==> src/rtl/pe_pkg.sv <==
// Shared definitions for the systolic PE: FSM encoding and width-generic
// saturation helpers used by both the MAC datapath and output quantisation.
package pe_pkg;

  localparam int STATE_W = 2;

  localparam logic [STATE_W-1:0] ST_IDLE  = 2'd0;
  localparam logic [STATE_W-1:0] ST_ACCUM = 2'd1;
  localparam logic [STATE_W-1:0] ST_DRAIN = 2'd2;

  // All helpers work on a 64-bit signed carrier; callers slice the low w bits.
  function automatic logic signed [63:0] sat_hi(input int unsigned w);
    return (64'sd1 <<< (w - 1)) - 64'sd1;
  endfunction

  function automatic logic signed [63:0] sat_lo(input int unsigned w);
    return ~sat_hi(w);
  endfunction

  function automatic logic fits_signed(input logic signed [63:0] v,
                                       input int unsigned w);
    return (v <= sat_hi(w)) && (v >= sat_lo(w));
  endfunction

  function automatic logic signed [63:0] sat_to(input logic signed [63:0] v,
                                                input int unsigned w);
    if (v > sat_hi(w))      return sat_hi(w);
    else if (v < sat_lo(w)) return sat_lo(w);
    else                    return v;
  endfunction

  // Width-specific wrappers for the accumulator and data domains.
  function automatic logic signed [63:0] sat_acc(input logic signed [63:0] v,
                                                 input int unsigned awidth);
    return sat_to(v, awidth);
  endfunction

  function automatic logic signed [63:0] sat_data(input logic signed [63:0] v,
                                                  input int unsigned dwidth);
    return sat_to(v, dwidth);
  endfunction

endpackage

==> src/rtl/pe_sat_mac.sv <==
// Saturating signed multiply-accumulate. `load` replaces the accumulator with
// the product (new tile); otherwise the product is added with clamping.
module pe_sat_mac
  import pe_pkg::*;
#(
  parameter int DWIDTH = 8,
  parameter int AWIDTH = 24
) (
  input  logic              clk,
  input  logic              reset,
  input  logic              en,
  input  logic              load,
  input  logic [DWIDTH-1:0] a,
  input  logic [DWIDTH-1:0] b,
  output logic [AWIDTH-1:0] acc,
  output logic              sat
);

  logic signed [2*DWIDTH-1:0] prod;
  logic signed [63:0]         prod_x;
  logic signed [63:0]         acc_x;
  logic signed [63:0]         sum_x;
  logic signed [63:0]         sum_sat;
  logic                       add_ovf;
  logic                       unused_hi;

  assign prod = $signed(a) * $signed(b);

  // AWIDTH <= 48 keeps the 64-bit sum free of carrier overflow.
  always_comb begin
    prod_x  = 64'(prod);
    acc_x   = 64'($signed(acc));
    sum_x   = acc_x + prod_x;
    sum_sat = sat_acc(sum_x, AWIDTH);
    add_ovf = !fits_signed(sum_x, AWIDTH);
  end

  assign unused_hi = ^{sum_sat[63:AWIDTH], prod_x[63:AWIDTH]};

  always_ff @(posedge clk or posedge reset) begin
    if (reset) begin
      acc <= '0;
      sat <= 1'b0;
    end else if (en) begin
      if (load) begin
        acc <= prod_x[AWIDTH-1:0];
        sat <= 1'b0;
      end else begin
        acc <= sum_sat[AWIDTH-1:0];
        if (add_ovf) sat <= 1'b1;
      end
    end
  end

endmodule

==> src/rtl/systolic_pe.sv <==
// Output-stationary systolic PE: forwards operands east/south, accumulates a
// tile in pe_sat_mac, and shifts quantised results out on a drain chain.
module systolic_pe
  import pe_pkg::*;
#(
  parameter int DWIDTH = 8,
  parameter int AWIDTH = 24,
  parameter int SHIFT  = 0
) (
  input  logic              clk,
  input  logic              reset,
  input  logic [DWIDTH-1:0] in_a,
  input  logic [DWIDTH-1:0] in_b,
  input  logic              in_valid,
  input  logic              clear,
  input  logic              drain_en,
  input  logic [DWIDTH-1:0] drain_in,
  output logic [DWIDTH-1:0] out_a,
  output logic [DWIDTH-1:0] out_b,
  output logic              out_valid,
  output logic [DWIDTH-1:0] out_c,
  output logic              overflow
);

  logic [STATE_W-1:0] state, state_nxt;
  logic [AWIDTH-1:0]  acc;
  logic               mac_load;
  logic signed [63:0] acc_x;
  logic signed [63:0] q_x;
  logic [DWIDTH-1:0]  q;
  logic               unused_q;

  // A drain request in ACCUM closes the old tile, so a coincident product
  // must start the next tile rather than extend the one being drained.
  assign mac_load = clear || (state != ST_ACCUM) || drain_en;

  pe_sat_mac #(
    .DWIDTH (DWIDTH),
    .AWIDTH (AWIDTH)
  ) u_mac (
    .clk   (clk),
    .reset (reset),
    .en    (in_valid),
    .load  (mac_load),
    .a     (in_a),
    .b     (in_b),
    .acc   (acc),
    .sat   (overflow)
  );

  always_comb begin
    acc_x = 64'($signed(acc));
    q_x   = sat_data(acc_x >>> SHIFT, DWIDTH);
  end

  assign q        = q_x[DWIDTH-1:0];
  assign unused_q = ^q_x[63:DWIDTH];

  always_comb begin
    state_nxt = state;
    case (state)
      ST_IDLE:  if (in_valid) state_nxt = ST_ACCUM;
      ST_ACCUM: if (drain_en) state_nxt = ST_DRAIN;
      ST_DRAIN: if (!drain_en) state_nxt = in_valid ? ST_ACCUM : ST_IDLE;
      default:  state_nxt = ST_IDLE;
    endcase
  end

  always_ff @(posedge clk or posedge reset) begin
    if (reset) state <= ST_IDLE;
    else       state <= state_nxt;
  end

  // First drain cycle captures this PE's result; later cycles shift upstream data.
  always_ff @(posedge clk or posedge reset) begin
    if (reset) begin
      out_c <= '0;
    end else if (drain_en) begin
      if (state == ST_ACCUM)      out_c <= q;
      else if (state == ST_DRAIN) out_c <= drain_in;
    end
  end

  always_ff @(posedge clk or posedge reset) begin
    if (reset) begin
      out_a     <= '0;
      out_b     <= '0;
      out_valid <= 1'b0;
    end else begin
      out_a     <= in_a;
      out_b     <= in_b;
      out_valid <= in_valid;
    end
  end

endmodule

==> config.mk <==
export PLATFORM = sky130hd
export DESIGN_NAME = systolic_pe
export DESIGN_NICKNAME = d
export VERILOG_FILES = /design/src/rtl/pe_pkg.sv /design/src/rtl/pe_sat_mac.sv /design/src/rtl/systolic_pe.sv
export SDC_FILE = /design/constraint.sdc
export NUM_CORES = 1
export LEC_CHECK = 0
export ABC_AREA = 1
export CAP_MARGIN = 10
export CORE_ASPECT_RATIO = 1.25
export CORE_MARGIN = 3
export CORE_UTILIZATION = 60
export CTS_CLUSTER_DIAMETER = 40
export DETAILED_ROUTE_END_ITERATION = 10
export GPL_TIMING_DRIVEN = 1
export PLACE_DENSITY = 0.82
export SYNTH_ARGS = -nofsm -noshare
export SYNTH_HDL_FRONTEND = slang
export SYNTH_SLANG_ARGS = --single-unit
==> constraint.sdc <==
create_clock -name clk -period 5.8 [get_ports clk]
set_input_delay 0.58 -clock clk [delete_from_list [all_inputs] [get_ports clk]]
set_output_delay 0.58 -clock clk [all_outputs]
set_load 0.005 [all_outputs]
==> impl_results.md <==
* Synth unique cells at 34
* Worst Hold Class: in -> reg
* RSZ-0062 raised after global routing: true
* Area grow syn2layout at 40.9%
* CP endpoint: u_mac.acc[12]
* Worst-path fanout max at 6
* Initial antenna violation count at 0
* Port bufs at 54
* Worst Max-Slew Pin Slew at 735 ps
* R2R Path End: u_mac.acc[14]
* CP max stage cell: fa_1
* Reg2reg path depth at 16
* Internal reg-to-reg setup slack at 3070 ps
* 1st-iter DRT viols at 763
* Final WL at 24700 microns
* CP Data Arrival Time at 6360 ps
* Clock slew at reported path FFs at 70 ps
* Clock buffer depth at 2
* Commonest non-fill, non-tap cell in the layout: nand2_1
* Synthesized area per cell at 6.93 sq um
* Critical R2R Launch: u_mac.acc[0]
* Slew HR at 0.510
* Fill count at 520
* Clk Latency, worst-skew pair at 300 ps
* Fin worst setup slack at -378 ps
* CP Class: in -> reg
* Net Count, Synth at 1106
* Async set or reset register ratio after synthesis at 1.00
* Layout Skew at 5.52 ps
* Via/cell ratio at 5.84
* Boundary Pins at 55
* First-pass GRT wire length at roughly 34000 microns
* Crit path time final at 6180 ps
* TritonCTS Buffers at 5
* Final Setup Violations at 25
* Max Fclk at roughly 160 MHz
* Fin crit share at 1.07
* CP max stage delay at roughly 600 ps
* CTS tree: yes
* Max cap viols at 0
* Dpl ws at -872 ps
* Die area at 0.0124 sq mm
* Vias in the first global route at 7100
* # diodes at 0
* Die Wd at 100 microns
* Starting Density at 0.623
* Crit path required time at 5980 ps
* H-tree depth at 2
* Seq/Total Area, Yosys at 0.195
* Max-slew violations at 0
* Setup crit start: in_b[7]
* Gate count after technology mapping at 963
* Routed via count at 7463
* Top cell by count, worst path: nand2_1
* GR Overflow Total at 0
* CTS Sinks at 52
* Largest net degree at the start of global routing at 53
* Ys flop type: dfrtp_1
* Layout cells sized above 1 at 0.325
* Nets at 1289
* DRC errors left at 0
* Core ar. at 0.0107 sq mm
* Row count at 42
* Seq cells post-synth at 52
* Final Hold Fails at 0
* Ys Warns at 0
* Die H at between 100 and 150 microns
* Post-DP HPWL at 14800 microns
* ANT nets after route at 0
* Mapped cell area at 0.00668 sq mm
* Status: finished, violations left
* Wirelength per Cell at around 19 microns
* Post-CTS Hold Buffers at 0
* Root Buffer: clkbuf_16
* Worst Setup Start Kind: input pin
* Total Routing Usage GR at 0.346
* Post-synth EDFFs at 0
* Most frequent cells in the layout: 215 x nand2_1, 196 x inv_1, 140 x buf_4, 69 x nand2_2, 54 x fa_1
* GP Congestion at approximately 0.94
* CP Capture Type: register
* Drt first pass iters at 6
* Failing checks: setup timing
[cells in the mapped netlist, types with 2 or more instances]
library cell  count  area, sq um
nand3_1          31          155
nor2_1           44          165
dfrtp_1          52         1300
o21bai_1          7         52.6
nand3_2           2         20.0
buf_6             4         45.0
fa_1             56         1120
o21ai_0          19         95.1
nand4_1          14         87.6
xnor2_1          10         87.6
inv_2             4         15.0
nand2_1         290         1090
inv_1           216          811
nor2_2            5         31.3
nand2_4           3         33.8
a21oi_1          69          345
nand2_2          10         62.6
or2_2            10         62.6
nor3_1            5         25.0
nor4_1            3         18.8
clkbuf_1         20         75.1
xor2_1           18          158
ha_1             58          726
and2_1            3         18.8
[area by class of cell]
class | instances | area [sq um] | share of cell area
clock buffer | 5 | 125 | 0.0133
inverter | 222 | 841 | 0.0893
tap | 132 | 165 | 0.0175
timing repair buffer | 197 | 1610 | 0.171
clock inverter | 2 | 12.5 | 0.00133
sequential | 52 | 1300 | 0.138
multi-input combinational | 668 | 5360 | 0.569
[metal layers]
layer	GRT usage	share of wire	up-vias
li1	-	-	3268
met1	0.368	0.33	3490
met2	0.646	0.51	499
met3	0.0392	0.073	206
met4	0.216	0.091	0
met5	0	0	-
[cell families after synthesis]
family | Yosys count | synth area share
fa+ha+maj | 114 | 0.277
flops | 52 | 0.195
buf+inv | 247 | 0.144
simple gates | 423 | 0.269
xor+xnor | 28 | 0.0367
compound gates | 99 | 0.0793
[worst min path at each step]
stage	depth (start not counted)	end	startpoint	slack (ps)
6_report	1	out_a[7]	in_a[7]	430
2_1_floorplan	2	u_mac.acc[0]	u_mac.acc[0]	470
3_5_place_dp	2	u_mac.acc[5]	u_mac.acc[5]	500
4_1_cts	1	out_a[7]	in_a[7]	510
5_1_grt	1	out_a[7]	in_a[7]	430
3_3_place_gp	2	u_mac.acc[5]	u_mac.acc[5]	500
[critical path: cells and delay by family]
| family | cells | cell delay (ps) |
|---|---|---|
| adders and majority gates | 6 | 2690 |
| AOI/OAI and AO/OA | 3 | 440 |
| buffers and inverters | 6 | 340 |
| xor gates and xnor gates | 1 | 600 |
| and+or+nand+nor | 15 | 1680 |
[state kept, by name (all words and copies together), names as in the netlist]
signal and cells:
out_a 8, out_b 8, out_c 8, out_valid 1, state 2, u_mac.acc 24, u_mac.sat 1
[metrics by stage]
step	util	TNS, ps	instance area, sq um	hold WS, ps	instances
3_3_place_gp	0.786	-16720	8430	497	1251
5_1_grt	0.878	-13160	9410	435	1278
2_1_floorplan	-	0	6920	472	963
3_5_place_dp	0.786	-20620	8430	499	1251
6_report	0.878	-8110	9410	434	1278
4_1_cts	0.833	0	8930	508	1266
[repair_timing]
| action | 4_1_cts | 5_1_grt |
|---|---|---|
| resized for setup | 119 | 154 |
| buffers inserted | 4 | 11 |
| pin swaps | 52 | 90 |
| cloned | 4 | 0 |
| setup endpoints to repair | 25 | 25 |
Power is not shown: default switching activity piles up to over one toggle a cycle in this logic, so the estimate is an artifact.
